===== src/rtl/controlador_autenticacao.sv =====
// Sequencing controller for the combinational authentication circuit: captures code/response,
// checks the returned pattern, grants access, counts failures and enforces a timed lockout.
module controlador_autenticacao #(
  parameter int unsigned MAX_TENTATIVAS = 3,
  parameter int unsigned TEMPO_LIBERADO = 50_000_000,
  parameter int unsigned TEMPO_BLOQUEIO = 250_000_000
) (
  input  logic       clk,
  input  logic       rst,
  input  logic       confirmar,
  input  logic [2:0] codigo,
  input  logic [6:0] senha,
  input  logic [6:0] P,
  output logic       A,
  output logic       B,
  output logic       C,
  output logic       acesso_liberado,
  output logic       erro,
  output logic       bloqueado,
  output logic [1:0] tentativas,
  output logic [2:0] estado
);

  localparam int unsigned TW = 32;
  localparam int unsigned CW = 3;
  localparam int unsigned SW = 7;
  localparam int unsigned NW = 2;

  localparam logic [NW-1:0] MAX_N      = NW'(MAX_TENTATIVAS);
  localparam logic [TW-1:0] CARGA_LIB  = TW'(TEMPO_LIBERADO - 1);
  localparam logic [TW-1:0] CARGA_BLOQ = TW'(TEMPO_BLOQUEIO - 1);

  typedef enum logic [2:0] {
    OCIOSO    = 3'd0,
    CAPTURA   = 3'd1,
    VERIFICA  = 3'd2,
    LIBERADO  = 3'd3,
    ERRO      = 3'd4,
    BLOQUEADO = 3'd5
  } estado_t;

  estado_t       state_q, state_d;
  logic          confirmar_q;
  logic [CW-1:0] abc_q, abc_d;
  logic [SW-1:0] senha_q, senha_d;
  logic [NW-1:0] tent_q, tent_d;
  logic [TW-1:0] timer_q, timer_d;
  logic          lib_q, lib_d;
  logic          erro_q, erro_d;
  logic          bloq_q, bloq_d;

  logic          inicio;
  logic [NW-1:0] tent_inc;

  assign inicio   = confirmar & ~confirmar_q;
  assign tent_inc = (tent_q < MAX_N) ? NW'(tent_q + NW'(1)) : tent_q;

  // State and datapath registers
  always_ff @(posedge clk or posedge rst) begin
    if (rst) begin
      state_q     <= OCIOSO;
      confirmar_q <= 1'b0;
      abc_q       <= '0;
      senha_q     <= '0;
      tent_q      <= '0;
      timer_q     <= '0;
      lib_q       <= 1'b0;
      erro_q      <= 1'b0;
      bloq_q      <= 1'b0;
    end else begin
      state_q     <= state_d;
      confirmar_q <= confirmar;
      abc_q       <= abc_d;
      senha_q     <= senha_d;
      tent_q      <= tent_d;
      timer_q     <= timer_d;
      lib_q       <= lib_d;
      erro_q      <= erro_d;
      bloq_q      <= bloq_d;
    end
  end

  // Next-state and datapath update; the timer only ever counts down toward zero
  always_comb begin
    state_d = state_q;
    abc_d   = abc_q;
    senha_d = senha_q;
    tent_d  = tent_q;
    timer_d = (timer_q != '0) ? TW'(timer_q - TW'(1)) : timer_q;
    case (state_q)
      OCIOSO: begin
        if (inicio) state_d = CAPTURA;
      end
      CAPTURA: begin
        abc_d   = codigo;
        senha_d = senha;
        state_d = VERIFICA;
      end
      VERIFICA: begin
        if (P == senha_q) begin
          tent_d  = '0;
          timer_d = CARGA_LIB;
          state_d = LIBERADO;
        end else if (tent_inc == MAX_N) begin
          tent_d  = tent_inc;
          timer_d = CARGA_BLOQ;
          state_d = BLOQUEADO;
        end else begin
          tent_d  = tent_inc;
          state_d = ERRO;
        end
      end
      LIBERADO: begin
        if (timer_q == '0) state_d = OCIOSO;
      end
      ERRO: begin
        state_d = OCIOSO;
      end
      BLOQUEADO: begin
        if (timer_q == '0) begin
          tent_d  = '0;
          state_d = OCIOSO;
        end
      end
      default: state_d = OCIOSO;
    endcase
  end

  // Indicator flags registered alongside the state so they track it exactly
  always_comb begin
    lib_d  = 1'b0;
    erro_d = 1'b0;
    bloq_d = 1'b0;
    case (state_d)
      LIBERADO:  lib_d  = 1'b1;
      ERRO:      erro_d = 1'b1;
      BLOQUEADO: bloq_d = 1'b1;
      default: ;
    endcase
  end

  assign A               = abc_q[2];
  assign B               = abc_q[1];
  assign C               = abc_q[0];
  assign acesso_liberado = lib_q;
  assign erro            = erro_q;
  assign bloqueado       = bloq_q;
  assign tentativas      = tent_q;
  assign estado          = 3'(state_q);

endmodule


===== config.mk =====
export PLATFORM = sky130hd
export DESIGN_NAME = controlador_autenticacao
export DESIGN_NICKNAME = d
export VERILOG_FILES = /design/src/rtl/controlador_autenticacao.sv
export SDC_FILE = /design/constraint.sdc
export NUM_CORES = 1
export LEC_CHECK = 0
export CORE_MARGIN = 4
export CORE_UTILIZATION = 45
export DETAILED_ROUTE_END_ITERATION = 10
export PLACE_DENSITY = 0.75
export SETUP_SLACK_MARGIN = 0.1
export SLEW_MARGIN = 20
export SYNTH_ARGS = -nofsm -noshare
export SYNTH_HDL_FRONTEND = slang
export SYNTH_SLANG_ARGS = --single-unit

===== constraint.sdc =====
create_clock -name clk -period 7.2 [get_ports clk]
set_input_delay 1.44 -clock clk [delete_from_list [all_inputs] [get_ports clk]]
set_output_delay 1.44 -clock clk [all_outputs]
set_load 0.1 [all_outputs]

==> flow_summary.toml <==
[run_status]
status = "finished clean"

[final_layout]
syn2layout_area_growth_pct = 17.11
drive_gt1_share_pct = 9.831
fillCellCount = 524
nets = 316
final_common_cell = "dfrtp_1"
final_cell_mix = "51 x dfrtp_1, 30 x clkdlybuf4s50_1, 22 x nor2_1"
n_antenna_cell = 0
stdcell_area_um2 = 3109

[grt]
grtUsageTotal_pct = 16.10
grt_max_degree = 52
grt-ovfl-total = 0
grt_pass1_wl_um = 9473
grt_antenna_before_repair = 0
grt_pass1_vias = 2013

[timing]
report.final.slew_viol_count = 0
rsz0062_at_grt = "false"
setup_ws_ns = 3.715
worst_slew_pin_slew_ns = 0.9988
setup_viol = 0
clock_skew_ns = 0.01119
slew_headroom_pct = 33.20
setup_tns_ns = 0
fmax_mhz = 287.0
hold_viol_final = 0
fin_crit_sh_pct = 48.40
min_period_ns = 3.485

[place]
portBuffers = 30
dp_slack_ns = 3.754
hpwl_um = 3976
placed_cell_area_um2 = 3018
place.gp.congestion = 0.7648

[min_path]
min_path_type = "reg2reg"
hold_end = "abc_q[0]"
hold_start = "abc_q[0]"
hold_path_depth = 1

[synthesis]
synth-edff-count = 0
synth.top_cell.area_share_pct = 48.07
synth_top_cell_by_area = "dfrtp_1"
ys_types = 48
netlist_area_um2 = 2655
synth_top_flop_cell = "dfrtp_1"
synth_seq_cells = 51
syn_avg_cell_area_um2 = 10.06
yosys-top-cells-area = "dfrtp_1 48%, xnor2_1 5.6%, mux2_2 4.2%, nor2_1 3.1%, o21ai_0 3.0%"
synth_cells = 264
synthArstFlopShare_pct = 100.0
syn_nets = 286
ys_seq_area_share_pct = 48.07
yosysWarnings = 0

[route]
drt-wirelength-per-cell_um = 15.36
drc = 0
drt-initial-drc-count = 96
first_pass_iters = 4
vias = 2115
wl_um = 5637
vias_per_cell = 5.763
ant_nets = 0

[floorplanning]
die_y_um = 84.81
die-area_um2 = 7193
coreArea_um2 = 5608
rows = 27
die_w_um = 84.81
start_util_pct = 47.34
num_io_pins = 31

[setup_path]
worstReg2RegEnd = "timer_q[8]"
critPathTopFamily = "buffers and inverters"
critPathKind = "reg2out"
startpoint_type = "register"
slowest_delay_ns = 1.20
cp_num_buf_inv = 1
critical_path.slowest_cell = "clkdlybuf4s50_1"
ff2ff_path_depth = 5
worstPathMaxFanout = 10
end_kind = "output port"
required_ns = 5.76
cp_cell_sequence = "clkdlybuf4s50_1"
crit_arrival_ns = 2.04
r2r_slack_ns = 4.58
r2r_start = "estado[0]"

[clocking]
cts_made_buffers = 5
cts.reportedPaths.clkPinSlew_ns = 0.10
cts_setup_buffers = 0
clock_sinks = 51
clk_latency_ns = 0.31
post_cts_resized = 0
root_buffer = "clkbuf_8"
cts_tree = "done"
hold_buffers = 0
h-tree-depth = 2
cts_buffer_depth = 2

[power]
ir_drop_mv = 0.09190
p_per_area_nw_per_um2 = 154.6
p_leak_nw = 1.174

[run]
maxCapViolations = 0
power by group:
group          switching [mW]  total, mW  internal (mW)
clock network           0.103      0.174         0.0706
logic                 0.00909     0.0201         0.0110
registers            0.000221      0.287          0.287
registers in the layout, indices dropped and copies added, names as in the netlist:
signal           cells
acesso_liberado      1
estado               3
erro                 1
tentativas           2
timer_q             32
bloqueado            1
abc_q                3
senha_q              7
confirmar_q          1
cell type report:
type / count / area (um2) / share of cell area, %
Clock buffer: 5 / 68.82 / 2.213
Clock inverter: 3 / 22.52 / 0.7243
Inverter: 6 / 22.52 / 0.7243
Multi-Input combinational cell: 198 / 1314 / 42.25
Sequential cell: 51 / 1276 / 41.05
Tap cell: 72 / 90.09 / 2.897
Timing Repair Buffer: 32 / 315.3 / 10.14
per-stage QoR:
stage / total power [mW] / instances / hold WS (ns) / util (%)
2_1_floorplan: 0.2997 / 264 / 0.4921 / -
3_3_place_gp: 0.3127 / 359 / 0.4957 / 53.82
3_5_place_dp: 0.3131 / 359 / 0.5120 / 53.82
4_1_cts: 0.4857 / 367 / 0.5366 / 55.44
5_1_grt: 0.5018 / 367 / 0.5567 / 55.44
6_report: 0.4808 / 367 / 0.5273 / 55.44
synth_stat cells (all sizes together) (2+ instances only):
cell     n
nor2    22
and2     2
inv      6
nand3b   2
nand3   11
mux2i    3
o21ai   17
dfrtp   51
nor3     8
nand2b   5
a21oi    9
a211oi   5
nand4    7
a311oi   2
a211o    3
nor3b    4
and3     5
nor4     7
or3     10
mux2    10
or4      5
clkbuf   6
a31o     2
nand2   13
o31ai    7
ha       2
xnor2   17
buf      3
and4     2
o31a     2
a31oi    6
o311ai   2
kinds of logic after synthesis:
logic type,share of synthesized area (%)
buffers and inverters,2.450
multiplexers,5.372
AO/OA/AOI/OAI,14.80
adder cells (fa/ha/maj),0.9424
flip-flops,48.07
AND/OR/NAND/NOR,22.43
XOR/XNOR,5.938
worst max-delay path by stage:
stage                         start         end  slack [ns]  depth (start not counted)
after floorplan           estado[1]  timer_q[8]        4.43                          6
after global placement         P[6]  timer_q[8]        3.81                          6
after detailed placement       P[0]  timer_q[8]        3.75                          6
after CTS                 estado[0]   estado[0]        3.70                          1
after global routing      estado[1]   estado[1]        3.65                          1
final                     estado[0]   estado[0]        3.72                          1
layer usage:
metal / GRT usage, % / vias up / share of wire [%]
li1: - / 1044 / -
met2: 25.62 / 50 / 47
met3: 4.175 / 7 / 5.0
met5: 0 / - / 0
met1: 21.87 / 1014 / 47
met4: 4.460 / 0 / 0.89
Note: power is estimated with default switching activity, not from simulation.
